$ cat config.mk
export PLATFORM = sky130hd
export DESIGN_NAME = maxplus_dot4
export DESIGN_NICKNAME = d
export VERILOG_FILES = /design/src/rtl/maxplus_dot4.sv
export SDC_FILE = /design/constraint.sdc
export NUM_CORES = 1
export LEC_CHECK = 0
export ABC_AREA = 1
export CAP_MARGIN = 5
export CORE_MARGIN = 2
export CORE_UTILIZATION = 40
export DETAILED_ROUTE_END_ITERATION = 7
export DONT_BUFFER_PORTS = 1
export SLEW_MARGIN = 20
export SYNTH_ARGS = -nofsm -noshare
export SYNTH_HDL_FRONTEND = slang
export SYNTH_SLANG_ARGS = --single-unit
$ cat constraint.sdc
create_clock -name clk -period 2.6 [get_ports clk]
set_clock_uncertainty 0.2 [all_clocks]
set_input_delay 0.39 -clock clk [delete_from_list [all_inputs] [get_ports clk]]
set_output_delay 0.39 -clock clk [all_outputs]
set_load 0.02 [all_outputs]
$ cat src/rtl/maxplus_dot4.sv
// Streaming max-plus dot product: per beat max_i(a_i+b_i) over enabled lanes, max-accumulated until a last beat.
// Latency: accumulator updates 1 cycle after accept; result valid the cycle after the last beat is accepted.
// Backpressure: while a result is held, in_ready is 0 and input values are ignored until out_ready.
module maxplus_dot4 #(
    parameter int W  = 8,
    parameter int CW = 8
) (
    input  logic            clk,
    input  logic            rst_n,
    input  logic            in_valid,
    output logic            in_ready,
    input  logic            in_last,
    input  logic [4*W-1:0]  a_vec,
    input  logic [4*W-1:0]  b_vec,
    input  logic [3:0]      lane_en,
    output logic            out_valid,
    input  logic            out_ready,
    output logic [W:0]      out_data,
    output logic            out_eps,
    output logic [1:0]      out_lane,
    output logic [CW-1:0]   out_beat,
    output logic [CW-1:0]   out_count
);

    typedef enum logic {ACC, HOLD} state_t;

    state_t          state;
    logic [W:0]      acc_val;
    logic            acc_eps;
    logic [1:0]      acc_lane;
    logic [CW-1:0]   acc_beat;
    logic [CW-1:0]   beat_cnt;

    logic [W:0]      sum [4];
    logic            bm_vld;
    logic [W:0]      bm_val;
    logic [1:0]      bm_lane;
    logic            replace;
    logic [CW-1:0]   beat_cnt_nxt;

    // Strict '>' while scanning upward keeps the lowest lane on ties.
    always_comb begin
        bm_vld  = 1'b0;
        bm_val  = '0;
        bm_lane = '0;
        for (int i = 0; i < 4; i++) begin
            sum[i] = {1'b0, a_vec[i*W +: W]} + {1'b0, b_vec[i*W +: W]};
            if (lane_en[i] && (!bm_vld || sum[i] > bm_val)) begin
                bm_vld  = 1'b1;
                bm_val  = sum[i];
                bm_lane = 2'(i);
            end
        end
    end

    assign replace      = bm_vld && (acc_eps || bm_val > acc_val);
    assign beat_cnt_nxt = (&beat_cnt) ? beat_cnt : beat_cnt + CW'(1);

    always_ff @(posedge clk or negedge rst_n) begin
        if (!rst_n) begin
            state    <= ACC;
            acc_val  <= '0;
            acc_eps  <= 1'b1;
            acc_lane <= '0;
            acc_beat <= '0;
            beat_cnt <= '0;
        end else begin
            case (state)
                ACC: begin
                    if (in_valid) begin
                        beat_cnt <= beat_cnt_nxt;
                        if (replace) begin
                            acc_val  <= bm_val;
                            acc_eps  <= 1'b0;
                            acc_lane <= bm_lane;
                            acc_beat <= beat_cnt;
                        end
                        if (in_last) begin
                            state <= HOLD;
                        end
                    end
                end
                HOLD: begin
                    if (out_ready) begin
                        state    <= ACC;
                        acc_val  <= '0;
                        acc_eps  <= 1'b1;
                        acc_lane <= '0;
                        acc_beat <= '0;
                        beat_cnt <= '0;
                    end
                end
                default: state <= ACC;
            endcase
        end
    end

    // The accumulator is frozen in HOLD, so it serves directly as the registered result.
    // The epsilon accumulator always holds zeros, which yields the forced-zero outputs.
    assign in_ready  = (state == ACC);
    assign out_valid = (state == HOLD);
    assign out_data  = acc_val;
    assign out_eps   = acc_eps;
    assign out_lane  = acc_lane;
    assign out_beat  = acc_beat;
    assign out_count = beat_cnt;

endmodule

# After elaboration in Yosys (flattened, before gate mapping)

Cells that the tools add are included.

Add/sub/neg operators: 5
$lt $le $gt $ge: 4
Equality and inequality tests: 4
Multiplexer cells: 34
Bitwise logic cells: 1
Reduce and logical (&&, ||, !) cells: 14

Operators by type and width:

| cell                                                   | number |
|---|---|
| 2-to-1 mux 9 bit                                       | 7 |
| 2-to-1 mux 8 bit                                       | 5 |
| adder 8 x 8 -> 9 bit                                   | 4 |
| greater-than comparator 9 bit                          | 4 |
| case mux 8 bit (2 select lines)                        | 2 |
| case mux 9 bit (2 select lines)                        | 1 |
| 2-to-1 mux 1 bit                                       | 11 |
| 2-to-1 mux 2 bit                                       | 5 |
| adder 8 x 1 -> 8 bit (second input constant)           | 1 |
| AND reduction 8 bit                                    | 1 |
| inequality test 2 bit (second input constant)          | 3 |
| AND reduction 3 bit                                    | 2 |
| logical AND 1 bit                                      | 4 |
| logical OR 1 bit                                       | 4 |
| case mux 1 bit (2 select lines)                        | 2 |
| case mux 2 bit (2 select lines)                        | 1 |
| logical NOT 1 bit                                      | 3 |
| inequality test 2 x 1 -> 1 bit (second input constant) | 1 |
| NOT 1 bit                                              | 1 |

Register bits after elaboration: 29
Input port bits: 73

# Logic depth before layout (Yosys ltp)

Gate-level depths: netlist of run 1.

Word-level depth: 20
Depth in mapped cells: 56
Mapped depth without buffers: 54

# Worst setup path before layout of run 1

No wires, ideal clock.

Path kind: input to register
Start point: in a_vec[0]
End point: reg acc_val[4], in the netlist out_data[4]
Setup time: 0.118 ns
Data arrival time: 6.108 ns
Required time: 2.282 ns
Setup slack: -3.826 ns
Cell stages on the path: 49
Path buffers: 3
Cells stage by stage: ha_1 > inv_1 > fa_1 > inv_1 > nand3_1 > nand2_1 > nand2_1 > nand2_1 > nand2_1 > a21o_1 > ha_1 > a21o_1 > nor2_1 > nand3_1 > nand2_1 > nand2_2 > buf_6 > nand3_1 > (+13 left out) > nor2_2 > nand3b_1 > nand3_2 > nand2_2 > a21oi_2 > nand2_1 > and2_1 > ha_1 > nand2_2 > nor2_2 > nand2_1 > o21ai_2 > nand2_1 > a21oi_4 > nor2_8 > buf_6 > nand2_2 > nand2_1

Word-level cells in the longest chain between the ends: 19
Elaborated cells on any way between the ends: 27

Ends and longest elaborated chain:

| item                                                               | line | source |
|---|---|---|
| from (decl)                                                        | 13   | `input logic [4*W-1:0] a_vec,` |
| adder 8 x 8 -> 9 bit *                                             | 47   | `sum[i] = {1'b0, a_vec[i*W +: W]} + {1'b0, b_vec[i*W +: W]};` |
| 2-to-1 mux 9 bit *                                                 | 48   | `if (lane_en[i] && (!bm_vld \|\| sum[i] > bm_val)) begin` |
| greater-than comparator 9 bit                                      | 48   |  |
| logical OR 1 bit                                                   | 48   |  |
| logical AND 1 bit                                                  | 48   |  |
| 2-to-1 mux 9 bit or 2-to-1 mux 1 bit (tied branches)               | 48   |  |
| greater-than comparator 9 bit or logical NOT 1 bit (tied branches) | 48   |  |
| logical OR 1 bit                                                   | 48   |  |
| (+3 left out)                                                      | --   |  |
| logical OR 1 bit                                                   | 48   |  |
| logical AND 1 bit                                                  | 48   |  |
| 2-to-1 mux 9 bit                                                   | 48   |  |
| greater-than comparator 9 bit                                      | 56   | `assign replace = bm_vld && (acc_eps \|\| bm_val > acc_val);` |
| logical OR 1 bit                                                   | 56   |  |
| logical AND 1 bit                                                  | 56   |  |
| inequality test 2 x 1 -> 1 bit (no source line)                    | --   |  |
| AND reduction 3 bit (no source line)                               | --   |  |
| to (signal assigned)                                               | 73   | `acc_val <= bm_val;` |
| to (decl)                                                          | 28   | `logic [W:0] acc_val;` |

Every way passes the cells marked *; elsewhere a longest branch is shown, timed or not. The select of a mux whose other input is x is not followed.
A chain may end at the register's enable or synchronous reset.

# Worst setup path after layout of run 1

Ends and elaborated chain as after synthesis.

==> results of run 1 <==
-- cells by family after synthesis --
group | synth area share (%)
AOI/OAI and AO/OA | 11.6
buffers and inverters | 9.85
xor gates and xnor gates | 3.82
adders and majority gates | 23.1
and+or+nand+nor | 33.9
DFF | 17.8
-- what timing repair did --
action                     4_1_cts  5_1_grt
setup endpoints to repair       20       20
gates cloned                     6        0
hold buffers                     2        0
resized for setup              107      114
buffers inserted                20        9
pin swaps                       38       66
hold endpoints to repair        29        0
-- state kept, by name, indices dropped and copies added, names as in the netlist --
| signal | flops |
|---|---|
| out_beat | 8 |
| out_lane | 2 |
| out_count | 8 |
| out_valid | 1 |
| out_data | 9 |
| out_eps | 1 |
-- power by group through the flow --
stage,registers (mW),logic (mW),clock network (mW)
after floorplan,0.828,1.49,0
after global placement,0.779,2.37,0
after detailed placement,0.784,2.43,0
after CTS,0.780,3.19,0.486
after global routing,0.795,4.39,0.517
final,0.783,4.14,0.495
-- path summary, 6_finish.rpt --
| kind | from | to | slack (ns) | depth (start not counted) |
|---|---|---|---|---|
| hold / removal | in_valid | out_valid$_DFF_PN0_ | 0.02 | 2 |
| min in group asynchronous | rst_n | out_data[2]$_DFFE_PN0P_ | 0.34 | 2 |
| setup reg to reg | out_data[0]$_DFFE_PN0P_ | out_data[4]$_DFFE_PN0P_ | 0.33 | 10 |
| max in group asynchronous | rst_n | out_eps$_DFFE_PN1P_ | 1.61 | 2 |
| setup / recovery | a_vec[0] | out_data[4]$_DFFE_PN0P_ | -4.21 | 50 |
| hold reg to reg | out_eps$_DFFE_PN1P_ | out_eps$_DFFE_PN1P_ | 0.42 | 2 |
-- metal layers --
layer | up-vias | part of all wire (%) | global-route usage, %
li1 | 2299 | - | -
met1 | 2246 | 37 | 26.9
met2 | 207 | 53 | 43.6
met3 | 60 | 6.2 | 3.43
met4 | 0 | 4.4 | 8.57
met5 | - | 0 | 0
-- area by class of cell --
type                       instances  share of cell area (%)
clock inverter                     1                   0.440
timing repair inverter             1                   0.165
clock buffer                       7                    1.26
timing repair buffer             163                    19.9
multi-input combinational        470                    59.9
sequential                        29                    10.6
tap                              133                    2.44
inverter                          92                    5.24
-- Yosys cell counts, drive strengths merged --
master  number
nand4       12
o31ai        2
nor4         2
buf          6
nand2      170
a21boi       1
nor2        18
a21oi       43
nand2b       1
inv         92
fa           4
or2          3
xor2        17
dfrtp       28
a31oi        3
nand3b       6
o211ai       1
dfstp        1
ha          69
and2        16
o21bai       3
a31o         1
o21ai       23
o21a         1
nand3       61
a21o         4
nor3         7
-- per-stage QoR --
step	util, %	hold slack, ns
3_3_place_gp	53.7	-0.105
5_1_grt	69.2	0.0254
2_1_floorplan	-	-0.106
4_1_cts	62.9	0.0351
6_report	69.2	0.0248
3_5_place_dp	53.7	-0.105
-- cell usage in the layout, fill, tap and decap left out, types with 11 or more instances in the layout --
cell and count:
buf_4 148, nand2_1 88, inv_1 85, nand2_2 58, ha_1 40, a21oi_1 32, dfrtp_1 28, ha_4 27
nand3_1 25, nand2_4 24, nand3_2 20, nand3_4 16, xor2_1 15, and2_4 14, nand4_1 12, nor2_1 11
-- worst max-delay path: cells and delay by family --
family	cells	cell delay (ns)
AOI/OAI and AO/OA	5	0.95
adders and majority gates	6	1.54
buffers and inverters	5	0.55
and+or+nand+nor	34	3.38
==> metrics, run 1 <==
P&R area growth vs syn 67.0%; DR pass1 iterations 7; Critical Path Source Type primary input; grt total ovfl 0; failing checks setup timing; row cnt 36; min-delay worst type primary input to flop; Power, Total 5.41 mW; CP max stage delay 0.32 ns; slowest CP cell fa_2; Worst-Margin Slew 0.431 ns; crit path capture type flop; Clock power frac 9.2%; top post-synthesis cells by area ha_1 (21%), dfrtp_1 (17%), nand2_1 (14%); Seq pwr share 14.5%; Global Route Usage Sum 23.4%; most used cell, CP nand2_2; Routed WL 14.9 mm; Port Buffers 0; Max clock buf depth 2; Initial Util 41.5%; RSZ-0062 raised after global routing yes; final period utilization 262%; Post-Synthesis Cells 595; Post-Layout Cell Count 896; die area 0.0111 mm²; Switching Fraction 47.5%; Hold Vio Cnt, Final 0; kind of critical path primary input to flop; vias in the first global route 4,665; Power Internal 2.84 mW; detailed placer's ending HPWL 9.34 mm; Clock Sinks 29; DRC errors left 0; relative slew slack 71.0%; register area share after synthesis 17.8%; first-pass GRT wire length 21.4 mm; status finished with violations; clock network latency to the later pin of the worst-skew pair 0.29 ns; largest net degree at the start of global routing 30; Crit Path Max Fanout 6; Die X 105 µm; f_max 147 MHz; Die Y 105 µm; Pleak 3.44 nW; CTS tree yes; Final Setup Violations 20; Post-DRT Antenna Nets 0; final setup margin -4.21 ns; Syn Nets 741; maxcap violations 0; DRT iter0 DRCs 210; leading area contributor after synthesis ha_1; Final Wtd Congestion 0.954; Yosys cell types 42; share of layout cells above drive strength 1 49.4%; VDD IR max 0.527 mV; Worst Path Required 2.63 ns; Multi-input gate area 0.00409 mm²; Place WS -4.39 ns; Final #Nets 908; clock-pin slew on the worst setup and hold paths 0.07 ns; core box area 0.00986 mm²; Setup TNS Final -83.25 ns; yosys warns 0; Slew Viols, Final 0; Placed Cells 851; WP data arrival 6.85 ns; initial antenna violation count 0; vias per cell 5.37; Num CTS Buffers 5; register area 727 µm²; H-Tree Level Count 2; final instance area 0.00683 mm²; Avg Synthesized Cell Area 6.87 µm²; Synth top area share 21.1%; CTS root buf clkbuf_8; P_sw 2.57 mW; PD cells 793 mW/mm²; Fillers 696; Gate power share 76.4%; total number of vias 4,812; Area after DPL 0.00530 mm²; io pins 103; Mapped Area 0.00409 mm²; Tmin final 6.81 ns; Routed wire per std cell 16.6 µm; Synth Register Bits 29; diode count 0
Note: power is estimated with default switching activity, not from simulation.
==> run 2: changes to the inputs <==
--- a/config.mk
+++ b/config.mk
@@ -15,3 +15,4 @@
 export SYNTH_ARGS = -nofsm -noshare
 export SYNTH_HDL_FRONTEND = slang
 export SYNTH_SLANG_ARGS = --single-unit
+export TNS_END_PERCENT = 1
==> metrics, run 2 (same netlist as run 1, synthesis figures left out) <==
status finished with violations (unchanged); failing checks setup timing (unchanged); reg2reg setup slack 0.45 ns (was 0.33 ns); R2R Path End out_beat[0]$_DFFE_PN0P_ (was out_data[4]$_DFFE_PN0P_); CP max stage delay 0.33 ns (was 0.32 ns); Routed WL 12.8 mm (was 14.9 mm); clock-pin slew on the worst setup and hold paths 0.06 ns (was 0.07 ns); Final Setup Violations 20 (unchanged); H-Tree Level Count 2 (unchanged); Hold Vio Cnt, Final 0 (unchanged); Crit Path Max Fanout 7 (was 6); reg2reg path depth 13 (was 10); Global Route Usage Sum 22.0% (was 23.4%); Critical Path Source Type primary input (unchanged); Die X 105 µm (unchanged); share of layout cells above drive strength 1 40.8% (was 49.4%); hold_sp in_valid (unchanged); f_max 148 MHz (was 147 MHz); vias in the first global route 4,566 (was 4,665); final period utilization 260% (was 262%); RSZ-0062 raised after global routing yes (unchanged); final setup margin -4.15 ns (was -4.21 ns); Largest register FFs 9 (unchanged); Final Wtd Congestion 0.903 (was 0.954); P&R area growth vs syn 55.0% (was 67.0%); CTS tree yes (unchanged); most used cell, CP buf_4 (was nand2_2); detailed placer's ending HPWL 9.48 mm (was 9.34 mm); CTS root buf clkbuf_8 (unchanged); Initial Util 41.5% (unchanged); Die Y 105 µm (unchanged); total number of vias 4,577 (was 4,812); commonest non-fill, non-tap cell in the layout buf_4 (unchanged); die area 0.0111 mm² (unchanged); Port Buffers 0 (unchanged); Worst-Margin Slew 0.414 ns (was 0.431 ns); row cnt 36 (unchanged); hold path cells 2 (unchanged); Final #Nets 915 (was 908); diode count 0 (unchanged); DRT iter0 DRCs 220 (was 210); DRC errors left 0 (unchanged); kind of critical path primary input to flop (unchanged); vias per cell 5.07 (was 5.37); slowest CP cell fa_2 (unchanged); Worst Path Required 2.57 ns (was 2.63 ns); initial antenna violation count 0 (unchanged); WP data arrival 6.72 ns (was 6.85 ns); PD cells 719 mW/mm² (was 793 mW/mm²); Routed wire per std cell 14.2 µm (was 16.6 µm); largest net degree at the start of global routing 30 (unchanged); Post-DRT Antenna Nets 0 (unchanged); Pleak 3.29 nW (was 3.44 nW); Post-Layout Cell Count 903 (was 896); maxcap violations 0 (unchanged); Placed Cells 858 (was 851); min-delay worst type primary input to flop (unchanged); most frequent cells in the layout buf_4 (159), nand2_1 (121), inv_1 (87), ha_1 (48), nand3_1 (41) (was buf_4 (148), nand2_1 (88), inv_1 (85), nand2_2 (58), ha_1 (40)); Clock Sinks 29 (unchanged); VDD IR max 0.373 mV (was 0.527 mV); relative slew slack 72.4% (was 71.0%); io pins 103 (unchanged); tightest hold margin 0.0387 ns (was 0.0248 ns); WHS Endpoint out_valid$_DFF_PN0_ (unchanged); Place WS -4.58 ns (was -4.39 ns); Max clock buf depth 2 (unchanged); crit path capture type flop (unchanged); Num CTS Buffers 5 (unchanged); grt total ovfl 0 (unchanged); clock network latency to the later pin of the worst-skew pair 0.28 ns (was 0.29 ns); FF-to-FF Start out_data[2]$_DFFE_PN0P_ (was out_data[0]$_DFFE_PN0P_); Fillers 820 (was 696); Slew Viols, Final 0 (unchanged); core box area 0.00986 mm² (unchanged); DR pass1 iterations 5 (was 7); Setup TNS Final -81.41 ns (was -83.25 ns); first-pass GRT wire length 20.2 mm (was 21.4 mm); Tmin final 6.75 ns (was 6.81 ns)
## run 2: cell types whose count changed in the layout (fill, tap and decap cells not counted), sizes merged
cell	before	now
inv	92	93
nand2	172	173
bufinv	1	0
buf	161	168
clkinv	1	0
## run 2: cell type report
class,instances,area [µm²],share of cell area (%)
multi-input cells,471,3650,57.6
repair buffers,169,1350,21.3
flip-flops and latches,29,727,11.5
inverters,92,350,5.52
well taps,133,166,2.62
clock buffers,8,90.1,1.42
repair inverters,1,6.26,0.0987
## run 2: how the worst max path moves through the flow
stage / start / to
global placement: a_vec[0] / out_data[4]$_DFFE_PN0P_
finish: a_vec[0] / out_data[8]$_DFFE_PN0P_
detailed placement: a_vec[0] / out_data[5]$_DFFE_PN0P_
CTS: a_vec[0] / out_beat[0]$_DFFE_PN0P_
global route: a_vec[0] / out_data[3]$_DFFE_PN0P_
floorplan: a_vec[0] / out_data[4]$_DFFE_PN0P_
## run 2: power by group
| part | total (mW) | internal [mW] | switching, mW | leakage, nW |
|---|---|---|---|---|
| combinational | 3.39 | 1.66 | 1.74 | 2.86 |
| sequential | 0.782 | 0.579 | 0.204 | 0.383 |
| clock | 0.386 | 0.215 | 0.171 | 0.0455 |
## run 2: routing by layer
layer	GRT usage, %	part of all wire [%]	vias to the layer above
met4	6.86	2.6	0
met3	3.87	4.6	31
li1	-	-	2320
met5	0	0	-
met2	40.8	52	119
met1	25.5	41	2107
## run 2: what timing repair did
action / in CTS / in global routing
hold endpoints to repair: 29 / 0
gates resized for setup: 53 / 81
gates cloned: 3 / 2
setup endpoints to repair: 20 / 20
setup buffers: 28 / 2
pin swaps: 19 / 48
hold buffers: 2 / 0
## run 2: critical path, delay by kind of cell
family	cells	cell delay, ns
compound gates	2	0.44
fa+ha+maj	5	1.21
simple gates	31	2.73
buf+inv	17	1.91
## run 2: stage by stage
step                      power (mW)  utilization, %  instance area [µm²]
after detailed placement        3.23            53.1                 5240
final                           4.56            64.3                 6340
after global placement          3.16            53.1                 5240
after global routing            4.94            64.3                 6340
after floorplan                 2.29               -                 4110
after CTS                       4.12            59.9                 5900
